$ cat src/rtl/pipe_ctrl_pkg.sv
// Shared pipeline-control definitions: hazard FSM encoding, NOP encoding, register index width.
package pipe_ctrl_pkg;

    localparam int unsigned REG_IDX_W = 5;
    localparam int unsigned REM_W     = 3;

    localparam logic [31:0] NOP_INSTR = 32'h0000_0013;

    typedef enum logic [1:0] {
        RUN   = 2'd0,
        STALL = 2'd1,
        FLUSH = 2'd2
    } hz_state_e;

endpackage

$ cat src/rtl/hazard_detect.sv
// Combinational RAW compare of a producer rd against the consumer's rs1/rs2; x0 never matches.
module hazard_detect
    import pipe_ctrl_pkg::*;
(
    input  logic [REG_IDX_W-1:0] rs1,
    input  logic [REG_IDX_W-1:0] rs2,
    input  logic                 rs1_used,
    input  logic                 rs2_used,
    input  logic [REG_IDX_W-1:0] rd,
    input  logic                 rd_valid,
    output logic                 hazard_c
);

    always_comb begin
        hazard_c = rd_valid && (rd != '0) &&
                   ((rs1_used && (rd == rs1)) || (rs2_used && (rd == rs2)));
    end

endmodule

$ cat src/rtl/pipe_hazard_ctrl.sv
// Load-use / control hazard controller for the IF/ID and ID/EX latches, with Mealy outputs.
// Optional performance counters are built when HAZARD_PERF_CNT_EN is defined.
module pipe_hazard_ctrl
    import pipe_ctrl_pkg::*;
#(
    parameter int unsigned LU_STALL     = 1,
    parameter int unsigned FLUSH_CYCLES = 2,
    parameter int unsigned CNT_W        = 32
) (
    input  logic                 clk,
    input  logic                 rst,
    input  logic [REG_IDX_W-1:0] ID_rs1,
    input  logic [REG_IDX_W-1:0] ID_rs2,
    input  logic                 ID_rs1_used,
    input  logic                 ID_rs2_used,
    input  logic [REG_IDX_W-1:0] EX_rd,
    input  logic                 EX_mem_read,
    input  logic                 EX_branch_taken,
    input  logic                 mem_busy,
    output logic                 PC_EN,
    output logic                 IF_ID_EN,
    output logic                 IF_ID_stall,
    output logic                 IF_ID_flush,
    output logic                 ID_EX_bubble,
    output logic [CNT_W-1:0]     stall_cnt,
    output logic [CNT_W-1:0]     flush_cnt
);

    localparam logic [REM_W-1:0] LU_RELOAD = REM_W'(LU_STALL - 1);
    localparam logic [REM_W-1:0] FL_RELOAD = REM_W'(FLUSH_CYCLES - 1);

    hz_state_e        state, state_nxt;
    logic [REM_W-1:0] cnt, cnt_nxt;
    logic             load_use_c;

    hazard_detect u_hazard_detect (
        .rs1      (ID_rs1),
        .rs2      (ID_rs2),
        .rs1_used (ID_rs1_used),
        .rs2_used (ID_rs2_used),
        .rd       (EX_rd),
        .rd_valid (EX_mem_read),
        .hazard_c (load_use_c)
    );

    always_ff @(posedge clk) begin
        if (rst) begin
            state <= RUN;
            cnt   <= '0;
        end else begin
            state <= state_nxt;
            cnt   <= cnt_nxt;
        end
    end

    // Priority: mem_busy freeze, taken branch, residual FLUSH/STALL, fresh load-use.
    always_comb begin
        state_nxt    = state;
        cnt_nxt      = cnt;
        PC_EN        = 1'b1;
        IF_ID_EN     = 1'b1;
        IF_ID_stall  = 1'b0;
        IF_ID_flush  = 1'b0;
        ID_EX_bubble = 1'b0;

        if (!rst) begin
            if (mem_busy) begin
                PC_EN    = 1'b0;
                IF_ID_EN = 1'b0;
            end else if (EX_branch_taken) begin
                IF_ID_flush  = 1'b1;
                ID_EX_bubble = 1'b1;
                if (FLUSH_CYCLES > 1) begin
                    state_nxt = FLUSH;
                    cnt_nxt   = FL_RELOAD;
                end else begin
                    state_nxt = RUN;
                    cnt_nxt   = '0;
                end
            end else begin
                case (state)
                    FLUSH: begin
                        // ID instruction is wrong-path here, so load-use is ignored.
                        IF_ID_flush  = 1'b1;
                        ID_EX_bubble = 1'b1;
                        if (cnt > REM_W'(1)) begin
                            cnt_nxt = cnt - REM_W'(1);
                        end else begin
                            state_nxt = RUN;
                            cnt_nxt   = '0;
                        end
                    end
                    STALL: begin
                        PC_EN        = 1'b0;
                        IF_ID_stall  = 1'b1;
                        ID_EX_bubble = 1'b1;
                        if (cnt > REM_W'(1)) begin
                            cnt_nxt = cnt - REM_W'(1);
                        end else if (load_use_c && (LU_STALL > 1)) begin
                            cnt_nxt = LU_RELOAD;
                        end else begin
                            state_nxt = RUN;
                            cnt_nxt   = '0;
                        end
                    end
                    default: begin
                        if (load_use_c) begin
                            PC_EN        = 1'b0;
                            IF_ID_stall  = 1'b1;
                            ID_EX_bubble = 1'b1;
                            if (LU_STALL > 1) begin
                                state_nxt = STALL;
                                cnt_nxt   = LU_RELOAD;
                            end
                        end
                    end
                endcase
            end
        end
    end

`ifdef HAZARD_PERF_CNT_EN
    // Event counters; mem_busy already forces stall/flush low, the explicit gate keeps the intent clear.
    always_ff @(posedge clk) begin
        if (rst) begin
            stall_cnt <= '0;
            flush_cnt <= '0;
        end else if (!mem_busy) begin
            if (IF_ID_stall) stall_cnt <= stall_cnt + CNT_W'(1);
            if (IF_ID_flush) flush_cnt <= flush_cnt + CNT_W'(1);
        end
    end
`else
    assign stall_cnt = '0;
    assign flush_cnt = '0;
`endif

endmodule

$ cat config.mk
export PLATFORM = sky130hd
export DESIGN_NAME = pipe_hazard_ctrl
export DESIGN_NICKNAME = d
export VERILOG_FILES = /design/src/rtl/pipe_ctrl_pkg.sv /design/src/rtl/hazard_detect.sv /design/src/rtl/pipe_hazard_ctrl.sv
export SDC_FILE = /design/constraint.sdc
export NUM_CORES = 1
export LEC_CHECK = 0
export CELL_PAD_IN_SITES_DETAIL_PLACEMENT = 0
export CELL_PAD_IN_SITES_GLOBAL_PLACEMENT = 1
export CORE_MARGIN = 4
export CORE_UTILIZATION = 20
export CTS_BUF_LIST = sky130_fd_sc_hd__clkbuf_2 sky130_fd_sc_hd__clkbuf_4 sky130_fd_sc_hd__clkbuf_8
export CTS_CLUSTER_SIZE = 16
export DETAILED_ROUTE_END_ITERATION = 6
export PLACE_DENSITY = 0.95
export SYNTH_ARGS = -nofsm -noshare
export SYNTH_HDL_FRONTEND = slang
export SYNTH_SLANG_ARGS = --single-unit
$ cat constraint.sdc
create_clock -name clk -period 3.05 [get_ports clk]
set_clock_uncertainty 0.2 [all_clocks]
set_input_delay 0.4575 -clock clk [delete_from_list [all_inputs] [get_ports clk]]
set_output_delay 0.4575 -clock clk [all_outputs]
set_load 0.01 [all_outputs]
==> run summary, run 1 <==
### Worst hold path
• **class of the worst hold path** flip-flop to flip-flop
• **start point of the worst min-delay path** cnt[2]$_SDFFE_PP0P_
• **worst hold path depth** 2
• **endpoint with the worst hold slack** cnt[2]$_SDFFE_PP0P_

### Die
• **area of the die** 0.00563 sq mm
• **Core Footprint** 0.00435 sq mm
• **vertical die dimension** 75.0 um
• **IO Pins** 91
• **number of rows in the core area** 24
• **Die Width** 75.0 um
• **initial standard-cell utilization of the core** 0.206

### Synthesis
• **share of synthesized registers carrying an async set or reset** 0
• **most instantiated flip-flop cell in the synthesis netlist** sky130_fd_sc_hd__dfxtp_1
• **sequential share of the synthesized area** 0.0891
• **Synth Register Bits** 4
• **post-synth cell types** 24
• **count of yosys warnings during synthesis** 0
• **number of synthesized flops with an enable pin** 0
• **total standard cell area after synthesis** 898 sq um
• **number of instances in the synthesized netlist** 120
• **average size of a mapped cell** 7.49 sq um

### Finish
• **number of antenna cells inserted** 0
• **Finished Cell Area** 0.00107 sq mm
• **proportion of layout cells with a drive suffix above 1** 0.0909
• **fillcell total** 470
• **nets** 180
• **Storage cell area** 80.1 sq um
• **relative area change from synthesis to final layout** 19.4%
• **area of combinational cells with multiple inputs** 569 sq um

### STA
• **final total negative setup slack** 0 ns
• **RSZ-0062 raised after global routing** false
• **endpoints failing hold** 0
• **worst hold slack across all endpoints** 0.265 ns
• **total setup violations reported at the end of the flow** 0
• **f_max** 0.350 GHz
• **portion of the clock cycle consumed by the worst path in the final layout** 0.937
• **min Tclk post-route** 2.86 ns
• **min setup slack post-route** 0.192 ns
• **final count of pins violating max slew** 0

### CTS
• **cts bufs inserted** 3
• **clock tree from TritonCTS** done
• **clock slew at the register clock pins of the worst setup and hold paths** 0.03 ns
• **Max clock buf depth** 2
• **number of levels the H-tree was split into** 1
• **clock sink count** 4
• **insertion delay to the later sink of the worst-skew pair** 0.22 ns
• **buffer cell driving the clock tree root** sky130_fd_sc_hd__clkbuf_8

### Critical path
• **depth of the worst register-to-register path** 6
• **endpoint type of the worst setup path** primary output
• **top fanout value on the critical path** 3
• **Worst Path Required** 2.39 ns
• **Data arrival, critical path** 2.20 ns
• **Worst R2R Start** cnt[1]$_SDFFE_PP0P_
• **Worst R2R Setup Slack** 1.63 ns
• **Worst Setup Start Kind** primary input
• **reg2reg end** cnt[2]$_SDFFE_PP0P_
• **Crit Path Class** primary input to primary output

### Place
• **placed wire-length estimate** 1.70 mm
• **worst setup slack after placement** -0.139 ns
• **RD Place Congestion** 0.756
• **cell area reported after detailed placement** 0.00102 sq mm
• **number of buffer cells added on primary ports** 26

### Power and ir drop
• **power density normalized to cell area** 266 mW/mm^2
• **largest vdd supply drop** 0.0708 mV
• **leakage component of the power** 0.537 nW
• **total power** 0.000286 W

### Outcome
• **run status** finished clean

### Routing
• **sum of routed wire length over all layers** 1.88 mm
• **overall via count from detail_route** 672
• **detailed-route DRC error count** 0
• **Initial DRT Pass Iterations** 2
• **average routed wire per standard cell** 9.11 um
• **antenna viol nets, final** 0
• **1st-iter DRT viols** 5
• **vias per cell** 3.26

### Global routing
• **vias in the first global route** 580
• **wire length of the first global-routing pass** 2.37 mm
• **GRT Overall Usage** 0.0595
• **initial antenna violation count** 0
• **largest net degree at the start of global routing** 8
• **gr ovfl total** 0

### Job
• **Max Cap Viol** 0

## flip-flops by register name (all words and copies together) (netlist names)
name,count
cnt,3
state,1
## cell usage after synthesis, types with 2 or more instances
library cell / instances / area share
sky130_fd_sc_hd__buf_4: 64 / 0.53
sky130_fd_sc_hd__xor2_1: 8 / 0.078
sky130_fd_sc_hd__nor2_1: 6 / 0.025
sky130_fd_sc_hd__nand2_1: 5 / 0.021
sky130_fd_sc_hd__dfxtp_1: 4 / 0.089
sky130_fd_sc_hd__inv_1: 4 / 0.017
sky130_fd_sc_hd__a21oi_1: 3 / 0.017
sky130_fd_sc_hd__nand2b_1: 3 / 0.021
sky130_fd_sc_hd__o21ai_0: 3 / 0.017
sky130_fd_sc_hd__ha_1: 2 / 0.028
sky130_fd_sc_hd__nor4_1: 2 / 0.014
sky130_fd_sc_hd__o21bai_1: 2 / 0.017
sky130_fd_sc_hd__or4_1: 2 / 0.017
sky130_fd_sc_hd__xnor2_1: 2 / 0.020
## routing by layer
metal | part of all wire | track usage | routed length (um)
met1 | 0.27 | 0.0423 | 508
met2 | 0.58 | 0.121 | 1090
met3 | 0.12 | 0.0107 | 217
met4 | 0.034 | 0.0613 | 63
met5 | 0 | 0 | 0
## layout by cell type (no fill, tap or decap), drive strengths merged, types with 2 or more instances in the layout
master / n
xnor2: 2
nor4: 2
o21bai: 2
nor2: 6
clkdlybuf4s50: 23
xor2: 8
conb: 64
a21oi: 3
o21ai: 4
clkbuf: 4
ha: 2
or4: 2
nand2b: 3
inv: 4
dfxtp: 4
buf: 6
nand2: 5
## through the flow
stage | utilization | std cells
after floorplan | - | 183
after global placement | 0.234 | 202
after detailed placement | 0.234 | 202
after CTS | 0.245 | 206
after global routing | 0.246 | 206
final | 0.246 | 206
## worst max-delay path, stage by stage
cell and delay [ns]:
sky130_fd_sc_hd__clkdlybuf4s50_1 0.49, sky130_fd_sc_hd__xor2_1 0.19, sky130_fd_sc_hd__nor4_1 0.27, sky130_fd_sc_hd__a32oi_1 0.17, sky130_fd_sc_hd__buf_4 0.16, sky130_fd_sc_hd__o21a_1 0.18, sky130_fd_sc_hd__dlygate4sd2_1 0.28
## worst max path at each step
stage,start,to,slack (ns),cells after the start
3_3_place_gp,EX_rd[3],ID_EX_bubble,-0.08,6
5_1_grt,EX_rd[2],PC_EN,0.09,7
3_5_place_dp,EX_rd[3],ID_EX_bubble,-0.14,6
2_1_floorplan,EX_rd[3],ID_EX_bubble,0.98,4
6_report,EX_rd[2],PC_EN,0.19,7
4_1_cts,EX_rd[3],IF_ID_stall,0.005,6
## kinds of logic after synthesis
| group | share of synthesized area |
|---|---|
| xor+xnor | 0.0975 |
| compound gates | 0.111 |
| other cells | 0.00417 |
| simple gates | 0.118 |
| buf+inv | 0.552 |
| fa+ha+maj | 0.0279 |
| flops | 0.0891 |
## timing repair
action | CTS | global route
setup endpoints to repair | 3 | 2
hold endpoints to repair | 0 | 0
setup buffers | 1 | 0
pin swaps | 1 | 2
hold buffers | 0 | 0
resized for setup | 3 | 4
## final cells by class
type,instances,share of cell area
Multi-Input combinational cell,111,0.531
Timing Repair Buffer,32,0.281
Sequential cell,4,0.0747
Tap cell,52,0.0607
Clock buffer,3,0.0385
Inverter,4,0.0140
## power by group
part	switching [W]	leakage, nW	internal, W
Sequential	0.00000269	0.0327	0.0000550
Combinational	0.0000670	0.483	0.0000477
Clock	0.0000288	0.0216	0.0000842
Total	0.0000985	0.537	0.000187
No activity file was read; power rests on OpenSTA's default activity.
==> inputs of run 2 (changes only) <==
--- a/config.mk
+++ b/config.mk
@@ -13,6 +13,7 @@
 export CTS_CLUSTER_SIZE = 16
 export DETAILED_ROUTE_END_ITERATION = 6
 export PLACE_DENSITY = 0.95
+export RECOVER_POWER = 25
 export SYNTH_ARGS = -nofsm -noshare
 export SYNTH_HDL_FRONTEND = slang
 export SYNTH_SLANG_ARGS = --single-unit
==> run 2 against run 1 <==
Final area is the same. First-iteration DRC count unchanged. Die area is the same. Flip-flop and latch count did not move. Sequential share of layout area unchanged. Largest cell class unchanged. Critical path type unchanged. Via count stayed put. Power is essentially flat.
==> run summary, run 2 (synthesis results as in run 1) <==
### Routing
• **overall via count from detail_route** 672, unchanged
• **1st-iter DRT viols** 5, unchanged
• **average routed wire per standard cell** 9.11 um, unchanged
• **detailed-route DRC error count** 0, unchanged
• **Initial DRT Pass Iterations** 2, unchanged
• **vias per cell** 3.26, unchanged
• **antenna viol nets, final** 0, unchanged
• **sum of routed wire length over all layers** 1.88 mm, unchanged

### Place
• **placed wire-length estimate** 1.70 mm, unchanged
• **number of buffer cells added on primary ports** 26, unchanged
• **number of placed instances with taps included** 202, unchanged
• **RD Place Congestion** 0.756, unchanged

### Global routing
• **wire length of the first global-routing pass** 2.37 mm, unchanged
• **GRT Overall Usage** 0.0595, unchanged
• **vias in the first global route** 580, unchanged
• **initial antenna violation count** 0, unchanged
• **gr ovfl total** 0, unchanged
• **largest net degree at the start of global routing** 8, unchanged

### Critical path
• **endpoint type of the worst setup path** primary output
• **top fanout value on the critical path** 3, unchanged
• **Worst Path Required** 2.39 ns, about the same
• **Crit Path Class** primary input to primary output
• **Worst Setup Start Kind** primary input
• **Data arrival, critical path** 2.20 ns, about the same

### STA
• **portion of the clock cycle consumed by the worst path in the final layout** 0.937, unchanged
• **f_max** 0.350 GHz, unchanged
• **total setup violations reported at the end of the flow** 0, unchanged
• **worst hold slack across all endpoints** 0.265 ns, unchanged
• **final count of pins violating max slew** 0, unchanged
• **RSZ-0062 raised after global routing** false
• **min Tclk post-route** 2.86 ns, unchanged
• **final total negative setup slack** 0 ns, unchanged
• **endpoints failing hold** 0, unchanged

### Die
• **initial standard-cell utilization of the core** 0.206, unchanged
• **area of the die** 0.00563 sq mm, unchanged
• **Die Width** 75.0 um, unchanged
• **vertical die dimension** 75.0 um, unchanged
• **Core Footprint** 0.00435 sq mm, unchanged
• **number of rows in the core area** 24, unchanged
• **IO Pins** 91, unchanged

### CTS
• **clock slew at the register clock pins of the worst setup and hold paths** 0.03 ns, about the same
• **clock sink count** 4, unchanged
• **clock tree from TritonCTS** done
• **number of levels the H-tree was split into** 1, unchanged
• **CTS Hold Buffers Added** 0, unchanged
• **cts bufs inserted** 3, unchanged
• **insertion delay to the later sink of the worst-skew pair** 0.22 ns, about the same
• **buffer cell driving the clock tree root** sky130_fd_sc_hd__clkbuf_8
• **Max clock buf depth** 2, unchanged

### Worst hold path
• **class of the worst hold path** flip-flop to flip-flop

### Finish
• **top library cells by usage in the layout, fill and taps aside** sky130_fd_sc_hd__conb_1, sky130_fd_sc_hd__clkdlybuf4s50_1, sky130_fd_sc_hd__xor2_1
• **relative area change from synthesis to final layout** 19.4%, unchanged
• **number of antenna cells inserted** 0, unchanged
• **Reg with most FFs** cnt
• **flip-flop count of the largest register after layout** 3, unchanged
• **Top Registers** cnt x3, state x1
• **final core utilization** 0.246, unchanged
• **most frequent standard cell in the layout excluding fill and tap cells** sky130_fd_sc_hd__conb_1
• **proportion of layout cells with a drive suffix above 1** 0.0909, unchanged
• **Final Non-Filler Cells** 206, unchanged
• **nets** 180, unchanged

### Job
• **Max Cap Viol** 0, unchanged

### Outcome
• **run status** finished clean

### Power and ir drop
• **total power** 0.000285 W, about the same
• **largest vdd supply drop** 0.0706 mV, -0.30%
• **leakage component of the power** 0.537 nW, about the same
• **power density normalized to cell area** 266 mW/mm^2, about the same

## run 2: final cells by class
class	count	area [sq um]
sequential	4	80.1
multi-input combinational	111	569
timing repair buffer	32	302
tap	52	65.1
clock buffer	3	41.3
fill	470	3280
inverter	4	15.0
## run 2: path summary, 6_finish.rpt
check        depth (start not counted)                  end  slack (ns)                 from
min                                  2  cnt[2]$_SDFFE_PP0P_        0.26  cnt[2]$_SDFFE_PP0P_
max                                  7                PC_EN        0.19             EX_rd[2]
min reg2reg                          2  cnt[2]$_SDFFE_PP0P_        0.26  cnt[2]$_SDFFE_PP0P_
max reg2reg                          6  cnt[2]$_SDFFE_PP0P_        1.63  cnt[1]$_SDFFE_PP0P_
## run 2: worst max-delay path, stage by stage
cell	delay, ns
sky130_fd_sc_hd__clkdlybuf4s50_1	0.49
sky130_fd_sc_hd__xor2_1	0.19
sky130_fd_sc_hd__nor4_1	0.27
sky130_fd_sc_hd__a32oi_1	0.17
sky130_fd_sc_hd__buf_4	0.16
sky130_fd_sc_hd__o21a_1	0.18
sky130_fd_sc_hd__dlygate4sd2_1	0.28
## run 2: through the flow
stage | cell area (sq um) | setup slack [ns]
finish | 1070 | 0.192
global route | 1070 | 0.0923
CTS | 1070 | 0.00488
detailed placement | 1020 | -0.139
global placement | 1020 | -0.0757
floorplan | 1130 | 0.976
## run 2: power by group
| group | total, W | switching (W) | leakage, nW | internal (W) |
|---|---|---|---|---|
| clock | 0.000113 | 0.0000288 | 0.0216 | 0.0000842 |
| combinational | 0.000114 | 0.0000670 | 0.483 | 0.0000475 |
| sequential | 0.0000577 | 0.00000269 | 0.0327 | 0.0000550 |
## run 2: what timing repair did
item	CTS	global route
endpoints found under the setup margin	3	2
gates resized for setup	3	4
hold endpoints to repair	0	0
pin swaps	1	2
setup buffers	1	0
## run 2: per-layer routing
metal	track usage	part of all wire
met1	0.0423	0.27
met2	0.121	0.58
met3	0.0107	0.12
met4	0.0613	0.034
met5	0	0
==> inputs of run 3 (changes only) <==
--- a/config.mk
+++ b/config.mk
@@ -5,10 +5,11 @@
 export SDC_FILE = /design/constraint.sdc
 export NUM_CORES = 1
 export LEC_CHECK = 0
+export ABC_AREA = 1
 export CELL_PAD_IN_SITES_DETAIL_PLACEMENT = 0
 export CELL_PAD_IN_SITES_GLOBAL_PLACEMENT = 1
 export CORE_MARGIN = 4
-export CORE_UTILIZATION = 20
+export CORE_UTILIZATION = 21
 export CTS_BUF_LIST = sky130_fd_sc_hd__clkbuf_2 sky130_fd_sc_hd__clkbuf_4 sky130_fd_sc_hd__clkbuf_8
 export CTS_CLUSTER_SIZE = 16
 export DETAILED_ROUTE_END_ITERATION = 6
==> run 3 against run 2 <==
Hold slack better by 0.014 ns. Flip-flop and latch count stayed put. Core utilization is 0.40 points higher. Clock power hardly changed. Fmax is 2.3% higher. Sequential share of layout area is 0.27 points lower. Via count is 19% higher. Highest routed layer unchanged. Sequential power hardly changed. Power is 2.2% higher. Non-clock buffer count is 6 lower.
==> run summary, run 3 <==
### CTS
• **Max clock buf depth** 2, unchanged
• **CTS Hold Buffers Added** 0, unchanged
• **clock sink count** 4, unchanged
• **insertion delay to the later sink of the worst-skew pair** 0.22 ns, about the same
• **quantity of gates resized following cts** 0, -3
• **clock slew at the register clock pins of the worst setup and hold paths** 0.03 ns, about the same
• **cts bufs inserted** 3, unchanged
• **clock tree from TritonCTS** done
• **number of levels the H-tree was split into** 1, unchanged
• **count of buffers added by post-CTS timing repair for setup** 0, -1
• **buffer cell driving the clock tree root** sky130_fd_sc_hd__clkbuf_8

### Finish
• **most frequent standard cell in the layout excluding fill and tap cells** sky130_fd_sc_hd__conb_1
• **Reg with most FFs** cnt
• **Finished Cell Area** 0.00111 sq mm, +3.7%
• **number of antenna cells inserted** 0, unchanged
• **top library cells by usage in the layout, fill and taps aside** sky130_fd_sc_hd__conb_1, sky130_fd_sc_hd__nand2_1, sky130_fd_sc_hd__clkdlybuf4s50_1
• **flip-flop count of the largest register after layout** 3, unchanged
• **nets** 218, +21%
• **relative area change from synthesis to final layout** 12.4%
• **proportion of layout cells with a drive suffix above 1** 0.0625, -0.0284
• **final core utilization** 0.250, +0.00402
• **fillcell total** 505, +7.4%
• **Top Registers** cnt x3, state x1

### Die
• **IO Pins** 91, unchanged
• **initial standard-cell utilization of the core** 0.223, +0.0164
• **Die Width** 76.7 um, +2.2%
• **Core Footprint** 0.00444 sq mm, +2.1%
• **area of the die** 0.00588 sq mm, +4.4%
• **number of rows in the core area** 24, unchanged
• **vertical die dimension** 76.7 um, +2.2%

### STA
• **min Tclk post-route** 2.79 ns, -0.0641 ns
• **total setup violations reported at the end of the flow** 0, unchanged
• **RSZ-0062 raised after global routing** false
• **portion of the clock cycle consumed by the worst path in the final layout** 0.916, -0.0210
• **worst hold slack across all endpoints** 0.279 ns, +0.0140 ns
• **f_max** 0.358 GHz, +2.3%
• **final count of pins violating max slew** 0, unchanged
• **endpoints failing hold** 0, unchanged
• **final total negative setup slack** 0 ns, unchanged

### Job
• **Max Cap Viol** 0, unchanged

### Critical path
• **endpoint type of the worst setup path** primary output
• **kind of cell with the highest combined delay on the critical path** buffers and inverters
• **count of buffer and inverter cells on the critical path** 3, unchanged
• **highest-delay cell along the critical path** sky130_fd_sc_hd__clkdlybuf4s50_1
• **delay of the slowest cell on the worst path** 0.54 ns, +0.05 ns
• **Worst R2R Start** cnt[1]$_SDFFE_PP0P_
• **Worst R2R Setup Slack** 1.69 ns, +0.06 ns
• **Worst Path Required** 2.39 ns, about the same
• **critical path cell sequence** clkdlybuf4s50_1, inv_1, nand2_1, nand2_1, nor2_1, nand3_1, nand2_2, nand3_2, nor2_2, clkdlybuf4s50_1
• **top fanout value on the critical path** 3, unchanged
• **Data arrival, critical path** 2.14 ns, -0.06 ns
• **Worst Setup Start Kind** primary input
• **reg2reg end** cnt[0]$_SDFFE_PP0P_
• **Crit Path Class** primary input to primary output
• **depth of the worst register-to-register path** 8, +2

### Synthesis
• **count of yosys warnings during synthesis** 0, unchanged
• **cell types with the highest counts after synthesis** sky130_fd_sc_hd__buf_4, sky130_fd_sc_hd__nand2_1, sky130_fd_sc_hd__inv_1, sky130_fd_sc_hd__nor2_1, sky130_fd_sc_hd__nand3_1
• **top cells by area, synth** sky130_fd_sc_hd__buf_4, sky130_fd_sc_hd__nand2_1, sky130_fd_sc_hd__dfxtp_1, sky130_fd_sc_hd__inv_1, sky130_fd_sc_hd__nor2_1
• **most instantiated flip-flop cell in the synthesis netlist** sky130_fd_sc_hd__dfxtp_1
• **post-synth cell types** 19, -21%
• **Synth Register Bits** 4, unchanged
• **share of synthesized registers carrying an async set or reset** 0, unchanged
• **average size of a mapped cell** 6.03 sq um, -19%
• **total standard cell area after synthesis** 990 sq um, +10%
• **Synth top area share** 0.485, -0.0494
• **sequential share of the synthesized area** 0.0809, -0.00823
• **number of instances in the synthesized netlist** 164, +37%
• **most frequent cell after synthesis** sky130_fd_sc_hd__buf_4
• **number of synthesized flops with an enable pin** 0, unchanged
• **cell taking the most area after synthesis** sky130_fd_sc_hd__buf_4

### Routing
• **detailed-route DRC error count** 0, unchanged
• **antenna viol nets, final** 0, unchanged
• **average routed wire per standard cell** 7.84 um, -14%
• **Initial DRT Pass Iterations** 4, +2
• **sum of routed wire length over all layers** 1.91 mm, +2.0%
• **vias per cell** 3.27, +0.13%
• **1st-iter DRT viols** 17, +12
• **overall via count from detail_route** 797, +19%

### Global routing
• **vias in the first global route** 698, +20%
• **gr ovfl total** 0, unchanged
• **initial antenna violation count** 0, unchanged
• **GRT Overall Usage** 0.0630, +0.00354
• **wire length of the first global-routing pass** 3.03 mm, +28%
• **largest net degree at the start of global routing** 8, unchanged

### Power and ir drop
• **largest vdd supply drop** 0.0997 mV, +41%
• **NetSw** 0.000106 W, +7.8%
• **total internal power** 0.000185 W, -0.74%
• **total power** 0.000292 W, +2.2%
• **power density normalized to cell area** 262 mW/mm^2, -1.5%
• **leakage component of the power** 0.645 nW, +20%
• **Clock power frac** 0.382, -0.014
• **part of the total power dissipated in sequential elements** 0.199, -0.003
• **switching power share of the total** 0.364, +0.0188
• **combinational share of power** 0.420, +0.019

### Place
• **RD Place Congestion** 0.647, -14%
• **placed wire-length estimate** 1.74 mm, +2.8%
• **number of buffer cells added on primary ports** 26, unchanged
• **cell area reported after detailed placement** 0.00107 sq mm, +5.3%

### Worst hold path
• **class of the worst hold path** flip-flop to flip-flop
• **start point of the worst min-delay path** cnt[1]$_SDFFE_PP0P_
• **endpoint with the worst hold slack** cnt[1]$_SDFFE_PP0P_
• **worst hold path depth** 2, unchanged

### Outcome
• **run status** finished clean

==> run 3: cell count changes after synthesis, moves of 2 or more <==
cell,previous run,this run
sky130_fd_sc_hd__inv_1,4,20
sky130_fd_sc_hd__nand2_2,0,2
sky130_fd_sc_hd__nor4_1,2,0
sky130_fd_sc_hd__nand3_1,0,7
sky130_fd_sc_hd__xor2_1,8,0
sky130_fd_sc_hd__xnor2_1,2,0
sky130_fd_sc_hd__nand2b_1,3,0
sky130_fd_sc_hd__inv_2,0,3
sky130_fd_sc_hd__nor2_1,6,12
sky130_fd_sc_hd__nor2_2,0,2
sky130_fd_sc_hd__or4_1,2,0
sky130_fd_sc_hd__nand2_1,5,35
==> run 3: area by class of cell <==
cell class / instances / area (sq um) / area share
tap: 52 / 65.1 / 0.0585
timing repair buffer: 26 / 260 / 0.234
multi-input combinational: 136 / 579 / 0.521
inverter: 23 / 86.3 / 0.0776
clock buffer: 3 / 41.3 / 0.0371
sequential: 4 / 80.1 / 0.0720
==> run 3: worst register-to-register path: cells and delay by family (launching register included) <==
kind	cells	cell delay, ns
AO/OA/AOI/OAI	2	0.24
adder cells (fa/ha/maj)	1	0.18
buffers and inverters	2	0.13
flip-flops	1	0.33
AND/OR/NAND/NOR	3	0.23
==> run 3: logic make-up (layout without fill, tap and decap cells) <==
logic type | Yosys count | count (layout) | synth area share
other | 1 | 64 | 0.00379
buffers and inverters | 87 | 52 | 0.573
and+or+nand+nor | 61 | 61 | 0.265
DFF | 4 | 4 | 0.0809
adders and majority gates | 2 | 2 | 0.0253
AOI/OAI and AO/OA | 9 | 9 | 0.0518
==> run 3: power groups by stage <==
stage / Combinational [W] / Clock [W] / Sequential, W
6_report: 0.000122 / 0.000111 / 0.0000579
5_1_grt: 0.000139 / 0.000120 / 0.0000584
4_1_cts: 0.000121 / 0.000114 / 0.0000580
3_5_place_dp: 0.000121 / 0 / 0.0000586
3_3_place_gp: 0.000120 / 0 / 0.0000585
2_1_floorplan: 0.000136 / 0 / 0.0000582
==> run 3: worst max-delay path by stage <==
stage | depth (start not counted) | slack (ns) | endpoint | startpoint
2_1_floorplan | 8 | 1.37 | IF_ID_stall | EX_rd[3]
3_3_place_gp | 10 | 0.19 | ID_EX_bubble | EX_rd[4]
3_5_place_dp | 10 | 0.21 | IF_ID_stall | EX_rd[4]
4_1_cts | 10 | 0.21 | IF_ID_stall | EX_rd[4]
5_1_grt | 10 | 0.06 | ID_EX_bubble | EX_rd[3]
6_report | 10 | 0.26 | IF_ID_stall | EX_rd[3]
==> run 3: metrics by stage <==
step / setup slack, ns / cells
global placement: 0.192 / 241
floorplan: 1.37 / 227
detailed placement: 0.211 / 241
global route: 0.0646 / 244
CTS: 0.213 / 244
finish: 0.257 / 244
==> run 3: per-layer routing <==
layer  wire (um)  track usage
met1         696       0.0666
met2        1020        0.116
met3         188       0.0246
met4          10       0.0163
met5           0            0
